## src/rtl/ifetch_unit.sv

```systemverilog
// ifetch_unit -- instruction-fetch front end.
// Owns the PC and the single-outstanding instruction-memory handshake and
// presents the instruction, its PC+4 and a flush strobe to the IF/ID register.
// Outputs are combinational from state and inputs (zero added latency).
//
// Ports:
//   clk_i           clock, all state updates on posedge
//   rst_i           synchronous active-high reset
//   hazard_i        stall from hazard unit (IF/ID holds while high)
//   branch_i        taken branch/jump redirect pulse from ID
//   branch_target_i redirect address (bits [1:0] ignored)
//   imem_req_o      memory request level
//   imem_addr_o     request address, stable while a request is pending
//   imem_ack_i      one-cycle data-valid pulse (may coincide with request)
//   imem_data_i     instruction word, valid with imem_ack_i
//   inst_o          instruction to IF/ID (0 when not valid)
//   pc_add_4_o      PC+4 of inst_o (0 when not valid)
//   valid_o         inst_o holds a real instruction
//   flush_o         flush strobe to IF/ID
module ifetch_unit #(
  parameter logic [31:0] RESET_PC = 32'h0000_0000
) (
  input  logic        clk_i,
  input  logic        rst_i,
  input  logic        hazard_i,
  input  logic        branch_i,
  input  logic [31:0] branch_target_i,
  output logic        imem_req_o,
  output logic [31:0] imem_addr_o,
  input  logic        imem_ack_i,
  input  logic [31:0] imem_data_i,
  output logic [31:0] inst_o,
  output logic [31:0] pc_add_4_o,
  output logic        valid_o,
  output logic        flush_o
);

  typedef enum logic [1:0] {
    REQ  = 2'd0,
    HOLD = 2'd1,
    DROP = 2'd2
  } state_t;

  state_t      state_q;
  logic [31:0] pc_q;
  logic [31:0] hold_inst_q;
  logic [31:0] redir_pc_q;

  logic [31:0] target;
  logic [31:0] pc_plus4;

  assign target   = {branch_target_i[31:2], 2'b00};
  assign pc_plus4 = pc_q + 32'd4;

  always_ff @(posedge clk_i) begin
    if (rst_i) begin
      state_q     <= REQ;
      pc_q        <= RESET_PC;
      hold_inst_q <= '0;
      redir_pc_q  <= '0;
    end else begin
      case (state_q)
        REQ: begin
          if (branch_i) begin
            if (imem_ack_i) begin
              pc_q <= target;
            end else begin
              redir_pc_q <= target;
              state_q    <= DROP;
            end
          end else if (imem_ack_i) begin
            if (hazard_i) begin
              hold_inst_q <= imem_data_i;
              state_q     <= HOLD;
            end else begin
              pc_q <= pc_plus4;
            end
          end
        end
        HOLD: begin
          if (branch_i) begin
            pc_q    <= target;
            state_q <= REQ;
          end else if (!hazard_i) begin
            pc_q    <= pc_plus4;
            state_q <= REQ;
          end
        end
        DROP: begin
          // The pending request must complete before redirecting; the
          // latest branch seen while waiting wins.
          if (imem_ack_i) begin
            pc_q    <= branch_i ? target : redir_pc_q;
            state_q <= REQ;
          end else if (branch_i) begin
            redir_pc_q <= target;
          end
        end
        default: state_q <= REQ;
      endcase
    end
  end

  always_comb begin
    imem_req_o  = 1'b0;
    imem_addr_o = pc_q;
    inst_o      = '0;
    pc_add_4_o  = '0;
    valid_o     = 1'b0;
    flush_o     = 1'b0;
    if (!rst_i) begin
      flush_o = branch_i;
      case (state_q)
        REQ: begin
          imem_req_o = 1'b1;
          if (!branch_i && imem_ack_i) begin
            valid_o    = 1'b1;
            inst_o     = imem_data_i;
            pc_add_4_o = pc_plus4;
          end
        end
        HOLD: begin
          if (!branch_i) begin
            valid_o    = 1'b1;
            inst_o     = hold_inst_q;
            pc_add_4_o = pc_plus4;
          end
        end
        DROP: begin
          imem_req_o = 1'b1;
        end
        default: ;
      endcase
    end
  end

endmodule

```

## config.mk

```make
export PLATFORM = sky130hd
export DESIGN_NAME = ifetch_unit
export DESIGN_NICKNAME = d
export VERILOG_FILES = /design/src/rtl/ifetch_unit.sv
export SDC_FILE = /design/constraint.sdc
export NUM_CORES = 1
export LEC_CHECK = 0
export ABC_AREA = 1
export ABC_CLOCK_PERIOD_IN_PS = 2100
export BUFFER_PORTS_ARGS = -buffer_cell sky130_fd_sc_hd__clkbuf_2
export CAP_MARGIN = 20
export CELL_PAD_IN_SITES_DETAIL_PLACEMENT = 1
export CELL_PAD_IN_SITES_GLOBAL_PLACEMENT = 2
export CORE_MARGIN = 2
export CORE_UTILIZATION = 27
export DETAILED_ROUTE_END_ITERATION = 8
export PLACE_DENSITY_LB_ADDON = 0.1
export REMOVE_ABC_BUFFERS = 1
export SLEW_MARGIN = 0
export SYNTH_ARGS = -nofsm -noshare
export SYNTH_HDL_FRONTEND = slang
export SYNTH_SLANG_ARGS = --single-unit
```

## constraint.sdc

```tcl
create_clock -name clk_i -period 2.1 [get_ports clk_i]
set_clock_uncertainty 0.05 [all_clocks]
set_input_delay 0 -clock clk_i [delete_from_list [all_inputs] [get_ports clk_i]]
set_output_delay 0 -clock clk_i [all_outputs]
set_load 0.01 [all_outputs]
```

# After elaboration in Yosys (flattened, before gate mapping)
# Index checks and enable logic that the tools add are counted.
# totals
output_inout_bits	99
reg_bits	98
# op_classes
add_sub_neg	1
n_eq_ne	11
n_mux	35
reduce_logical	10
n_bitwise	1
# ops
operator	n
$mux 32	16
$pmux 32 s2	3
$pmux 32 s3	1
$add 32x3->32 const B	1
$mux 2	7
$ne 3x3->1 const B	4
$ne 2x2->1 const B	5
$reduce_and 4->1	2
$mux 1	6
$pmux 2 s3	1
$reduce_and 5->1	1
$reduce_and 3->1	1
$reduce_bool 3->1	1
$eq 2x1->1 const B	1
$eq 2x2->1 const B	1
$logic_not 2->1	1
$pmux 1 s2	1
$reduce_bool 2->1	1
$reduce_or 2->1	1
$logic_and 1x1->1	1
$logic_not 1->1	1
$not 1->1	1

# Logic depth before layout (Yosys ltp)
# logic_depth
depth_word	5
mapped_depth	11
mapped_depth_nobuf	11

# Worst setup path before layout
# No wires, ideal clock.
# synth_path
path_type	reg2reg
start	register pc_q[2] (netlist: imem_addr_o[2])
end	register pc_q[20] (netlist: imem_addr_o[20])
period_less_slack_ns	1.670
n_path_buf	0
slack_ns	0.430
path_stages_with_launch	11
t_arrival_ns	1.501
cell_sequence	dfxtp_1 -> ha_1 -> nand2_2 -> nor2_4 -> nand3_1 -> o21ai_0 -> nand2_1 -> nand2_1 -> nand2_1 -> nand2_1 -> a21oi_1
# synth_via
elab_chain_cells	5
# synth_rtl
element	line	rtl
from (decl)	45	logic [31:0] pc_q;
from (signal assigned)	66	pc_q <= target;
from (signal assigned)	76	pc_q <= pc_plus4;
from (signal assigned)	82	pc_q <= target;
$add 32x3->32 *	53	assign pc_plus4 = pc_q + 32'd4;
$mux 32 *	72, 84	
$mux 32	71	end else if (imem_ack_i) begin
$mux 32	64	if (branch_i) begin
$pmux 32 s3 *	62	case (state_q)
# Mark *: on every way between the ends. The rest lies on a longest branch, timed or not. The select of a mux whose other input is x is not followed.
# A chain may end at the register's enable or synchronous reset.

# Final worst setup path
# layout_path
start	register pc_q[11] (netlist: imem_addr_o[11])
end	output pc_add_4_o[23]
# layout_via
elab_chain_cells	4
# layout_rtl
element	line	rtl
$add 32x3->32 *	53	
$mux 32, on equally long branches	123, 116	
$pmux 32 s2 *	113	case (state_q)
$mux 32 *	111	if (!rst_i) begin
to (decl)	33	output logic [31:0] pc_add_4_o,
# Mark *: on every way between the ends. The rest lies on a longest branch, timed or not.

==> metrics.md <==
| Metric | Value |
|---|---|
| Outcome | finished clean |
| Primary FF master, synth | dfxtp_1 |
| DP Area | 6950 sq um |
| Post-synth ARST share | 0% |
| Initial antenna violation count | 0 |
| Synth area leader | dfxtp_1 |
| Drt pass-1 iters | 4 |
| Fmax | 0.505 GHz |
| Largest net degree at the start of global routing | 73 |
| Die width | around 150 um |
| Crit Path Max Fanout | 4 |
| Synth Cell Area | 5840 sq um |
| Worst hold margin | about 190 ps |
| Final ANT Viol Nets | 0 |
| CP endpoint kind | primary output |
| Slowest stage delay, CP | 360 ps |
| Post-Route Utilization | ~37% |
| Syn. warnings | 0 |
| Most frequent CP cell | nand2_1 |
| Via count | between 6000 and 7000 |
| Pleak | between 3 and 4 nW |
| Core Rows | 53 |
| # setup viols final | 0 |
| #FFs+latches synth | 98 |
| Fin crit share | between 90% and 100% |
| Post-route setup TNS | 0 ps |
| Clock transition at path regs | roughly 70 ps |
| RSZ-0062 raised after global routing | yes |
| CTS H-tree lvls | 3 |
| Post-synthesis sequential area ratio | 33.6% |
| Share of cells above drive strength 1 | between 20 and 25% |
| Post-synth EDFFs | 0 |
| Routed WL per cell | 15.4 um |
| CTS Sinks | about 100 |
| Crit path launch type | flip-flop |
| GRT overflow | 0 |
| Top Ports | 168 |
| Critical Path AT | ~1900 ps |
| Slew @ Worst Pin | roughly 750 ps |
| Clock root buffer | clkbuf_16 |
| CP top delay family | simple AND/OR/NAND/NOR gates |
| Cell breakdown of the critical path | buf_4 -> nand2_1 -> nor2_2 -> nand2_1 -> nor2_1 -> nand2_1 -> nand2_1 -> nand2_1 -> nor2_1 -> clkbuf_2 |
| Most common cell after layout, fill and taps aside | nand2_1 |
| Initial Util | 27.6% |
| Fin area | slightly below 8000 sq um |
| Core area | approximately 21000 sq um |
| Synth Instances | ~930 |
| Residual DRC | 0 |
| Crit path time final | a little under 2000 ps |
| Die area | approximately 23000 sq um |
| Relative slew slack | 49.9% |
| Max_cap viols | 0 |
| Slowest stage cell, crit path | dfxtp_1 |
| Fin. Hold Viols | 0 |
| First-pass GRT wire length | 35.0 mm |
| WS Path Type | reg -> out |
| Final Power | ~4.7 mW |
| Ranking of synthesized cells by area | dfxtp_1 34%, nand2_1 17%, a21oi_1 13%, nor2_1 8.4%, o21ai_0 6.3% |
| RePlAce Congestion | 0.767 |
| Syn Area/Cell | 6.27 sq um |
| CTS tree | done |
| Worst-case clock buffer depth | 2 |
| PwrDens | 596 nW/um^2 |
| Port bufs | between 150 and 200 |
| Die Y | between 150 and 200 um |
| Net count, final | approximately 1200 |
| Maximum vdd drop | ~0.36 mV |
| Most frequent cells in the layout | 265 x nand2_1, 165 x clkbuf_2, 153 x a21oi_1, 122 x nor2_1, 80 x dfxtp_1 |
| Overall global routing resource usage | approximately a fifth |
| Clk Latency, worst-skew pair | 360 ps |
| Vias in the first global route | 6733 |
| Cell variety after synth | 31 |
| Worst min path class | in -> reg |
| Total Routed Length | between 20 and 25 mm |
| ANT cells | 0 |
| Initial DRC count | about 200 |
| CP Data Required Time | 2050 ps |
| CTS Buf Count | 9 |
| Dpl hpwl | approximately 15 mm |
| Fill cells | ~2800 |
| Pins over their slew limit | 0 |
| Synth-to-layout area growth | 35.5% |
| Crit path buf inv count | 2 |
| Vias/cell | between 4 and 5 |
| Share of the synthesized area in the top cell type | about a third |
-- area by class of cell --
cell class	count	area [sq um]	share of cell area (%)
clock buffer	11	243	3.07
clock inverter	4	27.5	0.348
inverter	39	146	1.85
multi-input combinational	735	3490	44.1
sequential	98	1980	25.1
tap	275	344	4.35
timing repair buffer	251	1680	21.2
-- repair_timing --
action                                  CTS  global route
endpoints found under the setup margin    2            12
pin swaps                                 0             2
endpoints found under the hold margin    89             0
gates resized for setup                   3            26
cloned                                    0             0
setup buffers                             0             0
hold buffers                             63             0
-- logic make-up (layout without fill, tap and decap cells) --
family | Yosys count | in the layout | synth area share, %
AOI/OAI and AO/OA | 279 | 279 | 25.9
adders and majority gates | 1 | 1 | 0.214
and+or+nand+nor | 446 | 446 | 31.2
xor gates and xnor gates | 9 | 9 | 1.35
DFF | 98 | 98 | 33.6
buffers and inverters | 99 | 305 | 7.71
-- sequential cells by signal, indices dropped and copies added, names as in the netlist --
signal,count
hold_inst_q,32
imem_addr_o,32
redir_pc_q,32
state_q,2
-- synth_stat cells (7+ instances only) --
| master | instances |
|---|---|
| nand2_1 | 267 |
| a21oi_1 | 154 |
| nor2_1 | 130 |
| dfxtp_1 | 98 |
| o21ai_0 | 73 |
| inv_1 | 34 |
| a22oi_1 | 32 |
| nand3_1 | 27 |
| clkbuf_1 | 26 |
| buf_2 | 25 |
| nor2_4 | 7 |
| o21ai_1 | 7 |
-- worst paths after layout --
kind	startpoint	end	slack (ps)	depth (start not counted)
min reg2reg	hold_inst_q[9]$_SDFFE_PP0P_	hold_inst_q[9]$_SDFFE_PP0P_	420	2
max reg2reg	imem_addr_o[3]$_SDFFE_PP0P_	imem_addr_o[20]$_SDFFE_PP0P_	360	10
min	rst_i	imem_addr_o[22]$_SDFFE_PP0P_	190	5
max	imem_addr_o[11]$_SDFFE_PP0P_	pc_add_4_o[23]	120	10
-- worst reg2reg max path: stages, from the launching register on --
cell and delay (ps):
dfxtp_2 390, ha_4 160, nand2_2 70, nor2_4 180, nand3_1 180, o21ai_0 300, nand2_1 80, nand2_1 60
nand2_1 50, nand2_1 50, a21oi_1 50
-- metrics by stage --
stage	setup WS, ps	instances
finish	121	1413
global route	-16.0	1413
CTS	13.9	1413
detailed placement	320	1335
global placement	357	1335
floorplan	-600	872
-- power breakdown --
part           total (mW)  internal [mW]  leakage [nW]  switching (mW)
clock                1.63          0.835         0.136           0.797
combinational       0.976          0.399          2.39           0.577
sequential           2.11           1.99         0.811           0.125
-- layer usage --
metal,global-route usage [%],vias to the layer above,part of all wire (%)
li1,-,3469,-
met1,25.2,3112,48
met2,33.2,118,47
met3,3.55,11,4.3
met4,4.35,0,0.88
met5,0,-,0
Note: power is estimated with default switching activity, not from simulation.
